--- src/rtl/wb_mem_arbiter_if.sv ---
// Bundle of the two requester ports (imem/dmem) and the shared core Wishbone bus.
// slave = arbiter side, master = requesters plus bus slave (environment) side.
interface wb_mem_arbiter_if #(
    parameter int unsigned ADDR_WIDTH = 32
) ();
    logic                  imem_cyc_i;
    logic                  imem_we_i;
    logic [3:0]            imem_wstrb_i;
    logic [ADDR_WIDTH-1:0] imem_addr_i;
    logic [31:0]           imem_data_i;
    logic [31:0]           imem_data_o;
    logic                  imem_ack_o;
    logic                  imem_err_o;

    logic                  dmem_cyc_i;
    logic                  dmem_we_i;
    logic [3:0]            dmem_wstrb_i;
    logic [ADDR_WIDTH-1:0] dmem_addr_i;
    logic [31:0]           dmem_data_i;
    logic [31:0]           dmem_data_o;
    logic                  dmem_ack_o;
    logic                  dmem_err_o;

    logic                  core_cyc;
    logic                  core_stb;
    logic                  core_we;
    logic [3:0]            core_wstrb;
    logic [ADDR_WIDTH-1:0] core_addr;
    logic [31:0]           core_data_out;
    logic [31:0]           core_data_in;
    logic                  core_ack;

    modport slave (
        input  imem_cyc_i, imem_we_i, imem_wstrb_i, imem_addr_i, imem_data_i,
        output imem_data_o, imem_ack_o, imem_err_o,
        input  dmem_cyc_i, dmem_we_i, dmem_wstrb_i, dmem_addr_i, dmem_data_i,
        output dmem_data_o, dmem_ack_o, dmem_err_o,
        output core_cyc, core_stb, core_we, core_wstrb, core_addr, core_data_out,
        input  core_data_in, core_ack
    );

    modport master (
        output imem_cyc_i, imem_we_i, imem_wstrb_i, imem_addr_i, imem_data_i,
        input  imem_data_o, imem_ack_o, imem_err_o,
        output dmem_cyc_i, dmem_we_i, dmem_wstrb_i, dmem_addr_i, dmem_data_i,
        input  dmem_data_o, dmem_ack_o, dmem_err_o,
        input  core_cyc, core_stb, core_we, core_wstrb, core_addr, core_data_out,
        output core_data_in, core_ack
    );
endinterface

--- src/rtl/wb_mem_arbiter.sv ---
// Two-requester (imem/dmem) Wishbone arbiter onto one shared bus, with wait timeout.
// Define WB_MEM_ARBITER_ROUND_ROBIN_EN for round-robin on contention; default is dmem priority.
module wb_mem_arbiter #(
    parameter int unsigned TIMEOUT_CYCLES = 16,
    parameter int unsigned ADDR_WIDTH     = 32
) (
    input logic             clk_core,
    input logic             rst_core,
    wb_mem_arbiter_if.slave wb
);
    localparam int unsigned CNT_W = (TIMEOUT_CYCLES > 2) ? $clog2(TIMEOUT_CYCLES) : 1;
    localparam logic [CNT_W-1:0] CNT_LAST =
        (TIMEOUT_CYCLES == 0) ? '0 : CNT_W'(TIMEOUT_CYCLES - 1);

    typedef enum logic [1:0] {
        IDLE  = 2'd0,
        GNT_I = 2'd1,
        GNT_D = 2'd2
    } state_t;

    state_t           state;
    logic [CNT_W-1:0] wait_cnt;
    logic             gnt_cyc;
    logic             timeout_hit;
    logic             pick_d;

`ifdef WB_MEM_ARBITER_ROUND_ROBIN_EN
    logic last_d;  // 1 = last grant went to dmem

    always_comb pick_d = wb.dmem_cyc_i && (!wb.imem_cyc_i || !last_d);
`else
    always_comb pick_d = wb.dmem_cyc_i;
`endif

    // Granted requester's cyc and the timeout abort condition (ack wins over timeout)
    always_comb begin
        gnt_cyc = 1'b0;
        unique case (state)
            GNT_I:   gnt_cyc = wb.imem_cyc_i;
            GNT_D:   gnt_cyc = wb.dmem_cyc_i;
            default: gnt_cyc = 1'b0;
        endcase
        timeout_hit = (TIMEOUT_CYCLES != 0) && gnt_cyc && !wb.core_ack &&
                      (wait_cnt == CNT_LAST);
    end

    // Grant FSM and wait counter
    always_ff @(posedge clk_core or posedge rst_core) begin
        if (rst_core) begin
            state    <= IDLE;
            wait_cnt <= '0;
`ifdef WB_MEM_ARBITER_ROUND_ROBIN_EN
            last_d   <= 1'b0;
`endif
        end else begin
            unique case (state)
                IDLE: begin
                    if (wb.imem_cyc_i || wb.dmem_cyc_i) begin
                        state    <= pick_d ? GNT_D : GNT_I;
                        wait_cnt <= '0;
`ifdef WB_MEM_ARBITER_ROUND_ROBIN_EN
                        last_d   <= pick_d;
`endif
                    end
                end
                default: begin
                    if (!gnt_cyc || wb.core_ack || timeout_hit) begin
                        state <= IDLE;
                    end else begin
                        wait_cnt <= wait_cnt + CNT_W'(1);
                    end
                end
            endcase
        end
    end

    // Bus and requester muxing; everything is zero outside a grant
    always_comb begin
        wb.core_cyc      = 1'b0;
        wb.core_stb      = 1'b0;
        wb.core_we       = 1'b0;
        wb.core_wstrb    = 4'h0;
        wb.core_addr     = ADDR_WIDTH'(0);
        wb.core_data_out = 32'h0;
        wb.imem_data_o   = 32'h0;
        wb.imem_ack_o    = 1'b0;
        wb.imem_err_o    = 1'b0;
        wb.dmem_data_o   = 32'h0;
        wb.dmem_ack_o    = 1'b0;
        wb.dmem_err_o    = 1'b0;
        unique case (state)
            GNT_I: begin
                wb.core_cyc      = wb.imem_cyc_i && !timeout_hit;
                wb.core_stb      = wb.imem_cyc_i && !timeout_hit;
                wb.core_we       = wb.imem_we_i;
                wb.core_wstrb    = wb.imem_wstrb_i;
                wb.core_addr     = wb.imem_addr_i;
                wb.core_data_out = wb.imem_data_i;
                wb.imem_data_o   = wb.core_data_in;
                wb.imem_ack_o    = wb.imem_cyc_i && wb.core_ack;
                wb.imem_err_o    = timeout_hit;
            end
            GNT_D: begin
                wb.core_cyc      = wb.dmem_cyc_i && !timeout_hit;
                wb.core_stb      = wb.dmem_cyc_i && !timeout_hit;
                wb.core_we       = wb.dmem_we_i;
                wb.core_wstrb    = wb.dmem_wstrb_i;
                wb.core_addr     = wb.dmem_addr_i;
                wb.core_data_out = wb.dmem_data_i;
                wb.dmem_data_o   = wb.core_data_in;
                wb.dmem_ack_o    = wb.dmem_cyc_i && wb.core_ack;
                wb.dmem_err_o    = timeout_hit;
            end
            default: ;
        endcase
    end
endmodule

--- src/flat_wrapper.sv ---
// flat-port wrapper written by rule: the top's interface ports become plain ports
module wb_mem_arbiter_flat 
#(
    parameter int unsigned TIMEOUT_CYCLES = 16,
    parameter int unsigned ADDR_WIDTH     = 32
)
  (clk_core, rst_core, wb_imem_cyc_i, wb_imem_we_i, wb_imem_wstrb_i, wb_imem_addr_i, wb_imem_data_i, wb_imem_data_o, wb_imem_ack_o, wb_imem_err_o, wb_dmem_cyc_i, wb_dmem_we_i, wb_dmem_wstrb_i, wb_dmem_addr_i, wb_dmem_data_i, wb_dmem_data_o, wb_dmem_ack_o, wb_dmem_err_o, wb_core_cyc, wb_core_stb, wb_core_we, wb_core_wstrb, wb_core_addr, wb_core_data_out, wb_core_data_in, wb_core_ack);
  wb_mem_arbiter_if #(.ADDR_WIDTH(ADDR_WIDTH)) wb_i ();
  input logic clk_core;
  input logic rst_core;
  input wire logic [$bits(wb_i.imem_cyc_i)-1:0] wb_imem_cyc_i;
  input wire logic [$bits(wb_i.imem_we_i)-1:0] wb_imem_we_i;
  input wire logic [$bits(wb_i.imem_wstrb_i)-1:0] wb_imem_wstrb_i;
  input wire logic [$bits(wb_i.imem_addr_i)-1:0] wb_imem_addr_i;
  input wire logic [$bits(wb_i.imem_data_i)-1:0] wb_imem_data_i;
  output wire logic [$bits(wb_i.imem_data_o)-1:0] wb_imem_data_o;
  output wire logic [$bits(wb_i.imem_ack_o)-1:0] wb_imem_ack_o;
  output wire logic [$bits(wb_i.imem_err_o)-1:0] wb_imem_err_o;
  input wire logic [$bits(wb_i.dmem_cyc_i)-1:0] wb_dmem_cyc_i;
  input wire logic [$bits(wb_i.dmem_we_i)-1:0] wb_dmem_we_i;
  input wire logic [$bits(wb_i.dmem_wstrb_i)-1:0] wb_dmem_wstrb_i;
  input wire logic [$bits(wb_i.dmem_addr_i)-1:0] wb_dmem_addr_i;
  input wire logic [$bits(wb_i.dmem_data_i)-1:0] wb_dmem_data_i;
  output wire logic [$bits(wb_i.dmem_data_o)-1:0] wb_dmem_data_o;
  output wire logic [$bits(wb_i.dmem_ack_o)-1:0] wb_dmem_ack_o;
  output wire logic [$bits(wb_i.dmem_err_o)-1:0] wb_dmem_err_o;
  output wire logic [$bits(wb_i.core_cyc)-1:0] wb_core_cyc;
  output wire logic [$bits(wb_i.core_stb)-1:0] wb_core_stb;
  output wire logic [$bits(wb_i.core_we)-1:0] wb_core_we;
  output wire logic [$bits(wb_i.core_wstrb)-1:0] wb_core_wstrb;
  output wire logic [$bits(wb_i.core_addr)-1:0] wb_core_addr;
  output wire logic [$bits(wb_i.core_data_out)-1:0] wb_core_data_out;
  input wire logic [$bits(wb_i.core_data_in)-1:0] wb_core_data_in;
  input wire logic [$bits(wb_i.core_ack)-1:0] wb_core_ack;
  assign wb_i.imem_cyc_i = wb_imem_cyc_i;
  assign wb_i.imem_we_i = wb_imem_we_i;
  assign wb_i.imem_wstrb_i = wb_imem_wstrb_i;
  assign wb_i.imem_addr_i = wb_imem_addr_i;
  assign wb_i.imem_data_i = wb_imem_data_i;
  assign wb_imem_data_o = wb_i.imem_data_o;
  assign wb_imem_ack_o = wb_i.imem_ack_o;
  assign wb_imem_err_o = wb_i.imem_err_o;
  assign wb_i.dmem_cyc_i = wb_dmem_cyc_i;
  assign wb_i.dmem_we_i = wb_dmem_we_i;
  assign wb_i.dmem_wstrb_i = wb_dmem_wstrb_i;
  assign wb_i.dmem_addr_i = wb_dmem_addr_i;
  assign wb_i.dmem_data_i = wb_dmem_data_i;
  assign wb_dmem_data_o = wb_i.dmem_data_o;
  assign wb_dmem_ack_o = wb_i.dmem_ack_o;
  assign wb_dmem_err_o = wb_i.dmem_err_o;
  assign wb_core_cyc = wb_i.core_cyc;
  assign wb_core_stb = wb_i.core_stb;
  assign wb_core_we = wb_i.core_we;
  assign wb_core_wstrb = wb_i.core_wstrb;
  assign wb_core_addr = wb_i.core_addr;
  assign wb_core_data_out = wb_i.core_data_out;
  assign wb_i.core_data_in = wb_core_data_in;
  assign wb_i.core_ack = wb_core_ack;
  wb_mem_arbiter #(.TIMEOUT_CYCLES(TIMEOUT_CYCLES), .ADDR_WIDTH(ADDR_WIDTH)) u_core (.clk_core(clk_core), .rst_core(rst_core), .wb(wb_i));
endmodule
--- config.mk ---
export PLATFORM = sky130hd
export DESIGN_NAME = wb_mem_arbiter_flat
export DESIGN_NICKNAME = d
export VERILOG_FILES = /design/src/rtl/wb_mem_arbiter_if.sv /design/src/rtl/wb_mem_arbiter.sv /design/src/flat_wrapper.sv
export SDC_FILE = /design/constraint.sdc
export NUM_CORES = 1
export LEC_CHECK = 0
export CAP_MARGIN = 15
export CORE_AREA = 5 5 118 120
export CTS_CLUSTER_DIAMETER = 60
export DETAILED_ROUTE_END_ITERATION = 7
export DIE_AREA = 0 0 123 125
export HOLD_SLACK_MARGIN = 0.1
export SLEW_MARGIN = 20
export SYNTH_ARGS = -nofsm -noshare
export SYNTH_HDL_FRONTEND = slang
export SYNTH_SLANG_ARGS = --single-unit
--- constraint.sdc ---
create_clock -name clk_core -period 2.8 [get_ports clk_core]
set_input_delay 0.7 -clock clk_core [delete_from_list [all_inputs] [get_ports clk_core]]
set_output_delay 0.7 -clock clk_core [all_outputs]
set_load 0.005 [all_outputs]
* After elaboration in Yosys (flattened, before gate mapping) *
Index checks and enable logic that the tools add are counted.

storage, ports and cells
  input bits = 175
  logic and storage cells = 43
  register bits = 6
  output and inout bits = 139

operators by class
  reduce and logical (&&, ||, !) cells = 16
  equal/unequal tests = 5
  multiplexer cells = 19
  add/sub/neg operators = 1

operators by type and width
  operator                                               number
  one-hot mux 32 bit (2 select lines)                    2
  2-to-1 mux 32 bit                                      2
  2-to-1 mux 4 bit                                       3
  2-to-1 mux 2 bit                                       4
  one-hot mux 4 bit (2 select lines)                     1
  logical AND 1 bit                                      6
  one-hot mux 1 bit (2 select lines)                     3
  adder 4 x 1 -> 4 bit, second input constant            1
  == test 4 bit, second input constant                   1
  2-to-1 mux 1 bit                                       4
  AND reduction 2 bit                                    2
  logical NOT 1 bit                                      3
  logical OR 1 bit                                       3
  == test 2 x 1 -> 1 bit, second input constant          1
  == test 2 bit, second input constant                   1
  logical NOT 2 bit                                      1
  inequality test 2 x 1 -> 1 bit, second input constant  1
  inequality test 2 bit, second input constant           1
  nonzero test 2 bit                                     1

* Longest topological paths before layout *
  depth after elaboration = 7
  mapped depth = 8
  gate-level depth less buffers = 5

* Least setup slack after synthesis *
OpenSTA, ideal clock, no wires.

  path kind = reg2out
  from = register u_core.state[0]
  to = output port wb_core_stb
  stages on the path, launching flop included = 9
  required time = 2100 ps
  path buffers = 3
  path slack = 512 ps
  data arrival time = 1588 ps
  path through = dfrtp_1 -> inv_1 -> ha_1 -> buf_2 -> clkbuf_1 -> mux2_2 -> nand2_1 -> a21oi_1 -> buf_4

on the way
  cells in the longest elaborated chain, start to end = 7
  elaborated cells on any way between the ends = 9
  classes of those cells = eq/ne: 2; mux: 2; reduce/logical: 5

ends and longest elaborated chain
  what                                                            line                  source
  start: declaration                                              wb_mem_arbiter.sv:21  state_t state;
  start signal: assignment                                        wb_mem_arbiter.sv:59  state <= pick_d ? GNT_D : GNT_I;
  == test 2 bit / == test 2 x 1 -> 1 bit (equally long branches)  -
  one-hot mux 1 bit (2 select lines)                              wb_mem_arbiter.sv:38  unique case (state)
  logical AND 1 bit (2 in a row)                                  wb_mem_arbiter.sv:43  timeout_hit = (TIMEOUT_CYCLES != 0) && gnt_cyc && !wb.core_ack &&
  logical NOT 1 bit                                               -
  logical AND 1 bit, on equally long branches                     -
  one-hot mux 1 bit (2 select lines) *                            -
  end: declaration                                                flat_wrapper.sv:28    output wire logic [$bits(wb_i.core_stb)-1:0] wb_core_stb;

Every way passes the cells marked *; elsewhere a longest branch is shown, timed or not.

* Final worst setup path *
  from = register u_core.state[0]
  to = output port wb_core_addr[27]

on the way
  cells in the longest elaborated chain, start to end = 2
  elaborated cells on any way between the ends = 3
  classes of those cells = eq/ne: 2; mux: 1

ends and longest elaborated chain
  what                                                            line                  source
  == test 2 bit / == test 2 x 1 -> 1 bit (equally long branches)  wb_mem_arbiter.sv:91  unique case (state)
  one-hot mux 32 bit (2 select lines) *                           wb_mem_arbiter.sv:91
  end: declaration                                                flat_wrapper.sv:31    output wire logic [$bits(wb_i.core_addr)-1:0] wb_core_addr;

Marks and branches as above.

==> metrics.yaml <==
pwr-share-clk: 0.085
async_flop_share: 1.00
cts_tree: "yes"
netlist_area_sq_mm: 0.00191
core_sq_mm: 0.0129
yosysSeqAreaShare: 0.0786
postPlaceCellArea_sq_mm: 0.00537
grt_pass1_wl_mm: 18.8
holdPathStages: 1
max_stage_delay_ps: 530
synth_top_area_share: 0.275
p_int_uw: 1750
required_ps: 2100
post_drt_wl_per_cell_um: 17.0
grt_max_degree: 40
cts-root-buf: "clkbuf_16"
clk_path_buf_depth: 2
ant_nets: 0
worstPathArrival_ps: 2010
slew_viol_final: 0
cp_max_fo: 39
cp_slowest_cell: "clkdlybuf4s50_1"
synthFlopType: "dfrtp_1"
grt-ovfl-total: 0
netlist_instances: 279
grt_antenna_before_repair: 0
hp-start: "u_core.wait_cnt[2]"
antenna_cells: 0
cts_buffers: 3
max_cap_viol_count: 0
vias: 3287
cts_sinks: 6
drt-initial-drc-count: 95
layout_min_cycle_time_ps: 2710
crit_path_end_kind: "output pin"
setup_viol: 0
dieWidth_um: 123
p_leak_uw: 0.00205
pwr-share-seq: 0.043
rsz0062_at_grt: "true"
hold_buffers: 0
fin_area_sq_mm: 0.00554
grt_use_total: 0.151
fin_nets: 765
r2r_start: "u_core.state[1]"
floorplan.initialDensity: 0.148
first_global_vias: 3449
status: "finished, final reports clean"
clk_pin_slew_worst_paths_ps: 40
h-tree-depth: 1
critPathLaunchType: "register"
synth_area_leaders: "a22oi_1 28%, nor2b_1 23%, and2_1 21%, dfrtp_1 7.9%, clkbuf_1 5.7%"
clk_latency_ps: 230
timing.final.crit_share: 0.968
drtPass1Iterations: 4
relSlewSlack: 0.688
p_sw_frac: 0.364
synth_edf_count: 0
drive_gt1_frac: 0.0616
drt_wl_total_mm: 12.9
drc: 0
dp_hpwl_mm: 10.7
fin_setup_tns_ps: 0
synth_nets: 458
yosysWarnings: 0
vias_per_cell: 4.33
switchingPower_uw: 1000
rows: 42
min_path_type: "reg2reg"
syn_avg_cell_area_sq_um: 6.84
worst_pin_slew_ps: 463
chipHeight_um: 125
ios: 314
reg2reg_setup_slack_ps: 740
ir_worst_vdd_mv: 0.242
area_growth_pct: 190
reg2reg_depth: 6
die_area_sq_mm: 0.0154
io_buffers: 313
startpoint: "u_core.state[0]"
crit_type: "reg2out"
yosysTopAreaCell: "a22oi_1"
holdPathEnd: "u_core.wait_cnt[2]"
p_per_area_mw_per_mm2: 497
power_frac_comb: 0.872
cp_cell_sequence: "inv_2 > ha_4 > buf_12 > a22oi_1 > nor2b_1 > clkdlybuf4s50_1"
ys_ff_latch: 6
rr_endpoint: "u_core.wait_cnt[3]"
yosys-top-cells-count: "70 x a22oi_1, 70 x nor2b_1, 64 x and2_1"
n_fill_cell: 1262
place_congestion: 0.835
fmaxAchievable_mhz: 369
ys_types: 28
hold_violations: 0
clock_skew_ps: 5.13
metal layers:
layer	GRT usage	vias to the layer above	part of all wire	wire length [um]
li1	-	1591	-	-
met1	0.163	1482	0.36	4690
met2	0.285	202	0.50	6470
met3	0.0524	12	0.12	1600
met4	0.0267	0	0.013	170
met5	0	-	0	0
through the flow:
step	total power (uW)	hold slack (ps)	utilization	setup WS (ps)	std cells
floorplan	1070	461	-	512	279
global placement	2480	491	0.417	-76.4	752
detailed placement	2490	509	0.417	-118	752
CTS	2780	513	0.426	2.97	758
global route	2970	537	0.430	-17.3	760
finish	2760	517	0.430	89.9	760
cells by family after synthesis:
family	share of synthesized area
AND/OR/NAND/NOR	0.497
flip-flops	0.0786
adder cells (fa/ha/maj)	0.0262
multiplexers	0.0164
buffers and inverters	0.0773
AO/OA/AOI/OAI	0.304
worst max-delay path by stage:
stage / to / slack [ps]
after floorplan: wb_core_stb / 510
after global placement: wb_core_stb / -80
after detailed placement: wb_core_cyc / -120
after CTS: wb_core_data_out[0] / 3
after global routing: wb_core_data_out[19] / -20
final: wb_core_addr[27] / 90
sequential cells by signal, indices dropped and copies added (netlist names):
signal           flops
u_core.state         2
u_core.wait_cnt      4
repair_timing:
action | CTS | global route
buffers inserted | 3 | 1
resized for setup | 9 | 10
gates cloned | 0 | 1
pin swaps | 3 | 0
setup endpoints to repair | 49 | 65
critical path, delay by kind of cell, from the launching register on:
kind / cells / cell delay [ps]
AOI/OAI and AO/OA: 1 / 110
DFF: 1 / 430
and+or+nand+nor: 1 / 120
adders and majority gates: 1 / 230
buffers and inverters: 3 / 870
layout by cell type, fill, tap and decap left out, types with 2 or more instances in the layout:
cell type and n:
clkbuf_16 4, a22oi_1 69, buf_4 12, nand2_1 5, dfrtp_1 4, buf_12 7
o21ai_0 2, dfrtp_2 2, mux2i_1 2, dlygate4sd2_1 3, ha_4 3, dlymetal6s2s_1 5
clkdlybuf4s50_1 305, inv_1 2, and3_1 5, nor2b_1 70, and2_1 64
layout make-up:
type                       count  area, sq um  area share
timing repair buffer         334         3410       0.615
multi-input combinational    237         1670       0.301
tap                          176          220      0.0397
sequential                     6          153      0.0276
clock buffer                   3         75.1      0.0136
inverter                       4         17.5     0.00316
power groups by stage:
stage	Sequential (uW)	Clock [uW]	Combinational, uW
final	118	235	2400
after global routing	120	244	2610
after CTS	114	238	2430
after detailed placement	114	0	2370
after global placement	112	0	2370
after floorplan	107	0	965
Power figures use the tool's default switching activity.
